File: config.mk
export PLATFORM = sky130hd
export DESIGN_NAME = decoder_bintohex_pulse_flat
export DESIGN_NICKNAME = d
export VERILOG_FILES = /design/src/rtl/decoder_bintohex_pulse_if.sv /design/src/rtl/decoder_bintohex_pulse.sv /design/src/flat_wrapper.sv
export SDC_FILE = /design/constraint.sdc
export NUM_CORES = 1
export LEC_CHECK = 0
export BUFFER_PORTS_ARGS = -buffer_cell sky130_fd_sc_hd__buf_2
export CORE_UTILIZATION = 40
export DETAILED_ROUTE_END_ITERATION = 6
export GPL_TIMING_DRIVEN = 0
export SYNTH_ARGS = -nofsm -noshare
export SYNTH_HDL_FRONTEND = slang
export SYNTH_SLANG_ARGS = --single-unit
File: constraint.sdc
create_clock -name clk -period 3.1 [get_ports clk]
set_input_delay 0.465 -clock clk [delete_from_list [all_inputs] [get_ports clk]]
set_output_delay 0.465 -clock clk [all_outputs]
set_load 0.01 [all_outputs]
File: src/rtl/decoder_bintohex_pulse_if.sv
// ----------------------------------------------------------------------------
// decoder_bintohex_pulse_if
// Handshake and output bundle for decoder_bintohex_pulse.
//   in_valid  producer -> decoder  in_code is valid this cycle
//   in_ready  decoder  -> producer decoder can accept a code this cycle
//   in_code   producer -> decoder  4-bit binary index 0..15
//   out       decoder  -> consumer 16-bit one-hot line, zero when idle/gap
//   busy      decoder  -> consumer high while driving a pulse or its gap
//   done      decoder  -> consumer one-cycle strobe in the last pulse cycle
// master: the producer/consumer side (a bench or upstream logic).
// slave : the decoder itself.
// ----------------------------------------------------------------------------
interface decoder_bintohex_pulse_if;
    logic        in_valid;
    logic        in_ready;
    logic [3:0]  in_code;
    logic [15:0] out;
    logic        busy;
    logic        done;

    modport master (
        output in_valid,
        output in_code,
        input  in_ready,
        input  out,
        input  busy,
        input  done
    );

    modport slave (
        input  in_valid,
        input  in_code,
        output in_ready,
        output out,
        output busy,
        output done
    );
endinterface

File: src/rtl/decoder_bintohex_pulse.sv
// ----------------------------------------------------------------------------
// decoder_bintohex_pulse
// Sequential 4-to-16 binary-to-one-hot decoder. Each accepted code drives one
// output line high for PULSE_LEN cycles, followed by GAP_LEN all-zero cycles.
//
// Parameters:
//   PULSE_LEN  cycles each one-hot pulse is held (1..255)
//   GAP_LEN    all-zero cycles after each pulse   (0..255)
//
// Ports:
//   clk  rising-edge clock
//   rst  synchronous, active-high reset
//   bus  decoder_bintohex_pulse_if.slave (in_valid/in_ready/in_code,
//        out, busy, done)
//
// Build option:
//   DECODER_PULSE_BUF_EN  when defined, adds a one-entry input buffer so a
//                         code accepted while busy starts right after the
//                         current pulse/gap with no IDLE cycle in between.
// ----------------------------------------------------------------------------
module decoder_bintohex_pulse #(
    parameter int PULSE_LEN = 4,
    parameter int GAP_LEN   = 1
) (
    input  logic                         clk,
    input  logic                         rst,
    decoder_bintohex_pulse_if.slave      bus
);

    typedef enum logic [1:0] {
        IDLE  = 2'd0,
        DRIVE = 2'd1,
        GAP   = 2'd2
    } state_t;

    // Counter reload values; the gap reload is only used when GAP_LEN > 0.
    localparam logic [7:0] PULSE_CNT = 8'(PULSE_LEN - 1);
    localparam logic [7:0] GAP_CNT   = (GAP_LEN > 0) ? 8'(GAP_LEN - 1) : 8'd0;

    state_t     state_q, state_d;
    logic [7:0] cnt_q,   cnt_d;
    logic [3:0] code_q,  code_d;
    logic       accept;
    logic       period_end;

`ifdef DECODER_PULSE_BUF_EN
    logic       buf_valid_q, buf_valid_d;
    logic [3:0] buf_code_q,  buf_code_d;
`endif

    // ------------------------------------------------------------------
    // Outputs: all derived from registered state, never from in_valid.
    // ------------------------------------------------------------------
`ifdef DECODER_PULSE_BUF_EN
    assign bus.in_ready = (state_q == IDLE) || !buf_valid_q;
`else
    assign bus.in_ready = (state_q == IDLE);
`endif

    assign accept   = bus.in_valid && bus.in_ready;
    assign bus.out  = (state_q == DRIVE) ? (16'h0001 << code_q) : 16'h0000;
    assign bus.busy = (state_q != IDLE);
    assign bus.done = (state_q == DRIVE) && (cnt_q == 8'd0);

    // ------------------------------------------------------------------
    // Next-state logic
    // ------------------------------------------------------------------
    always_comb begin
        // NOTE: every variable gets a default before any branch so no
        // path leaves it unassigned; otherwise synthesis infers a latch.
        state_d    = state_q;
        cnt_d      = cnt_q;
        code_d     = code_q;
        period_end = 1'b0;
`ifdef DECODER_PULSE_BUF_EN
        buf_valid_d = buf_valid_q;
        buf_code_d  = buf_code_q;
        // While busy, an accepted code parks in the buffer; in IDLE it
        // bypasses the buffer and starts immediately below.
        if (accept && (state_q != IDLE)) begin
            buf_valid_d = 1'b1;
            buf_code_d  = bus.in_code;
        end
`endif

        unique case (state_q)
            IDLE: begin
                if (accept) begin
                    code_d  = bus.in_code;
                    cnt_d   = PULSE_CNT;
                    state_d = DRIVE;
                end
            end
            DRIVE: begin
                if (cnt_q != 8'd0) begin
                    cnt_d = cnt_q - 8'd1;
                end else if (GAP_LEN == 0) begin
                    period_end = 1'b1;
                end else begin
                    cnt_d   = GAP_CNT;
                    state_d = GAP;
                end
            end
            GAP: begin
                if (cnt_q != 8'd0) begin
                    cnt_d = cnt_q - 8'd1;
                end else begin
                    period_end = 1'b1;
                end
            end
            default: begin
                state_d = IDLE;
                cnt_d   = 8'd0;
            end
        endcase

        // End of a full pulse period: return to IDLE unless a code is
        // waiting (including one accepted on this very edge).
        if (period_end) begin
            state_d = IDLE;
            cnt_d   = 8'd0;
`ifdef DECODER_PULSE_BUF_EN
            if (buf_valid_d) begin
                state_d     = DRIVE;
                code_d      = buf_code_d;
                cnt_d       = PULSE_CNT;
                buf_valid_d = 1'b0;
            end
`endif
        end
    end

    // ------------------------------------------------------------------
    // State registers
    // ------------------------------------------------------------------
    always_ff @(posedge clk) begin
        // NOTE: non-blocking assignments so every register samples the
        // pre-edge values; blocking here would create order-dependent races.
        if (rst) begin
            state_q     <= IDLE;
            cnt_q       <= 8'd0;
            code_q      <= 4'd0;
`ifdef DECODER_PULSE_BUF_EN
            buf_valid_q <= 1'b0;
            buf_code_q  <= 4'd0;
`endif
        end else begin
            state_q     <= state_d;
            cnt_q       <= cnt_d;
            code_q      <= code_d;
`ifdef DECODER_PULSE_BUF_EN
            buf_valid_q <= buf_valid_d;
            buf_code_q  <= buf_code_d;
`endif
        end
    end

endmodule

File: src/flat_wrapper.sv
// flat-port wrapper written by rule: the top's interface ports become plain ports
module decoder_bintohex_pulse_flat 
#(
    parameter int PULSE_LEN = 4,
    parameter int GAP_LEN   = 1
)
  (clk, rst, bus_in_valid, bus_in_code, bus_in_ready, bus_out, bus_busy, bus_done);
  decoder_bintohex_pulse_if bus_i ();
  input  logic clk;
  input  logic rst;
  input wire logic [$bits(bus_i.in_valid)-1:0] bus_in_valid;
  input wire logic [$bits(bus_i.in_code)-1:0] bus_in_code;
  output wire logic [$bits(bus_i.in_ready)-1:0] bus_in_ready;
  output wire logic [$bits(bus_i.out)-1:0] bus_out;
  output wire logic [$bits(bus_i.busy)-1:0] bus_busy;
  output wire logic [$bits(bus_i.done)-1:0] bus_done;
  assign bus_i.in_valid = bus_in_valid;
  assign bus_i.in_code = bus_in_code;
  assign bus_in_ready = bus_i.in_ready;
  assign bus_out = bus_i.out;
  assign bus_busy = bus_i.busy;
  assign bus_done = bus_i.done;
  decoder_bintohex_pulse #(.PULSE_LEN(PULSE_LEN), .GAP_LEN(GAP_LEN)) u_core (.clk(clk), .rst(rst), .bus(bus_i));
endmodule
==> results.cfg <==
[critical_path]
end_kind = output port
r2r-start = u_core.cnt_q[0]$_SDFFE_PP0P_
timing.rr.end = u_core.cnt_q[4]$_SDFFE_PP0P_
cp-start-kind = flip-flop
crit_fanout = 5
cp_top_family = simple AND/OR/NAND/NOR gates
required_ns = 2.63
cpMaxStageDelayCell = nor4b_2
crit_start = u_core.cnt_q[0]$_SDFFE_PP0P_
reg2reg_setup_slack_ns = 1.39
worstSetupPathType = flip-flop to output port
crit_buf_inv = 2
crit_chain = inv_1 -> ha_1 -> nor4b_2 -> nand2_1 -> nor2_1 -> buf_2
r2r_cells = 6
cpPeakStageDelay_ns = 0.38
crit_arrival_ns = 1.73

[die]
pin_count = 26
initial_utilization_pct = 43.7
core_um2 = 2020
die_y_um = 49.0
dieWidth_um = 49.0
fp-row-count = 16
die-area_um2 = 2400

[synth]
synthTopCellsByArea = dfxtp_1, nor2_1, mux2i_1
dominantRegCellSynth = dfxtp_1
synth_cell_types = 34
yosysSeqAreaShare_pct = 31.7
synth_nets = 126
yosysMostFrequentCell = nor2_1
synthArstFlopShare_pct = 0
avgSynthCellArea_um2 = 7.55
yosys-top-cells-count = nor2_1, dfxtp_1, nor3_1
syn_inst = 117
syn-cell-area_um2 = 883
synth_top_area_share_pct = 31.7
ys_ff_latch = 14
synth-edff-count = 0
yosys.area.top_type = dfxtp_1
ys.warnings.count = 0

[finish]
syn_to_final_growth_pct = 21.5
diodes = 0
final_util_pct = 53.1
multi_input_area_um2 = 563
drive_above_1_share_pct = 24.8
layout.nets = 155
n_fill_cell = 221
seq_area_um2 = 280

[clock_tree]
cts_sinks = 14
cts_setup_buffers = 0
insertion_delay_ns = 0.28
clk_pin_slew_worst_paths_ns = 0.08
cts-buffers-inserted = 3
hold_buffers = 0
htree_num_levels = 1
cts_tree = done
clock-root-buffer = clkbuf_4
cts_buffer_depth = 2
cts.repair.resized = 0

[grt]
first_global_vias = 792
antenna_found_initial = 0
grt_max_degree = 11
grt_pass1_wl_um = 3450
grt_usage_pct = 18.0
gr-total-overflow = 0

[timing]
min_period_ns = 2.19
setup_viol = 0
fin_skew_ns = 0.00305
fin_setup_tns_ns = 0
max_freq_mhz = 457
tightestPinTransition_ns = 0.409
setup_slack_ns = 0.910
fin_crit_sh_pct = 70.7
rsz0062_at_grt = no
hold_violations = 0
maxSlewViolCount = 0
relSlewSlack_pct = 72.6

[place]
io_buffers = 24
gp_congestion = 0.768
pre_cts_ws_ns = 1.22
hpwlAfterDp_um = 1580

[hold_path]
holdCritPathClass = input port to flip-flop
hold_end = u_core.code_q[2]$_SDFFE_PP0P_
holdPathStages = 3
hp-start = bus_in_code[2]

[routing]
routed_wl_um = 1980
drt-initial-drc-count = 9
routedWlPerCell_um = 11.5
drtPass1Iterations = 4
vias = 935
remaining_drc_errors = 0
ant_nets = 0
vias_per_cell = 5.44

[flow_run]
timing.max_cap.violations = 0

[pwr]
leakage_nw = 0.471
ir_drop_uv = 539
powerDensity_nw_per_um2 = 1000

[status]
status = complete, no violations
-- layout by cell type, fill, tap and decap left out, drive strengths merged --
cell,n
o2111ai,2
nor2b,1
a21o,1
buf,27
nand4,1
nand2b,4
or3,5
o2bb2ai,1
and2b,1
ha,2
clkbuf,5
o21a,2
a22oi,1
mux2i,5
and2,1
nor2,25
dfxtp,14
o21ai,6
nor4b,2
or4b,1
nand3b,3
a31oi,2
nand3,5
nor3,10
inv,5
a31o,1
nand2,4
or2,1
a21oi,7
-- where the power goes --
group	switching, mW	internal (mW)
sequential	0.0852	0.243
clock	0.0599	0.0715
combinational	0.339	0.275
total	0.484	0.590
-- state kept, by name, summed over array words and instances (netlist names) --
name and flops:
u_core.cnt_q 8, u_core.code_q 4, u_core.state_q 2
-- cells by family (layout without fill, tap and decap cells) --
family / after synthesis / count (layout) / share of synthesized area [%]
DFF: 14 / 14 / 31.7
adders and majority gates: 2 / 2 / 2.83
and+or+nand+nor: 64 / 64 / 39.1
muxes: 5 / 5 / 5.67
buffers and inverters: 9 / 37 / 4.53
AOI/OAI and AO/OA: 23 / 23 / 16.1
-- layout make-up --
| type | instances | share of cell area (%) |
|---|---|---|
| clock buffer | 4 | 3.38 |
| tap | 27 | 3.15 |
| inverter | 5 | 1.75 |
| buffer | 4 | 1.98 |
| timing repair buffer | 24 | 11.2 |
| multi-input combinational | 94 | 52.4 |
| sequential | 14 | 26.1 |
-- metrics by stage --
stage / area (um2) / cells / power [mW] / hold slack, ns
2_1_floorplan: 883 / 117 / 0.803 / 0.487
3_3_place_gp: 1040 / 168 / 0.936 / 0.519
3_5_place_dp: 1040 / 168 / 0.948 / 0.522
4_1_cts: 1070 / 172 / 1.08 / 0.420
5_1_grt: 1070 / 172 / 1.18 / 0.419
6_report: 1070 / 172 / 1.07 / 0.417
-- routing by layer --
| metal | global-route usage (%) | wire length, um | vias up |
|---|---|---|---|
| met4 | 4.41 | 17 | 0 |
| met2 | 31.0 | 914 | 26 |
| met5 | 0 | 0 | - |
| met3 | 3.12 | 87 | 2 |
| met1 | 23.0 | 961 | 431 |
| li1 | - | - | 476 |
-- worst reg2reg max path, delay by kind of cell (launching register included) --
family          cells  cell delay, ns
fa+ha+maj           1            0.19
compound gates      3            0.60
flops               1            0.35
buf+inv             1            0.09
simple gates        1            0.38
-- how the worst max path moves through the flow --
stage / to / slack (ns) / depth (start not counted)
floorplan: bus_out[0] / 1.41 / 4
global placement: bus_done / 1.20 / 6
detailed placement: bus_done / 1.22 / 6
CTS: bus_done / 0.90 / 6
global route: bus_done / 0.77 / 6
finish: bus_done / 0.91 / 6
Note: power is estimated with default switching activity, not from simulation.
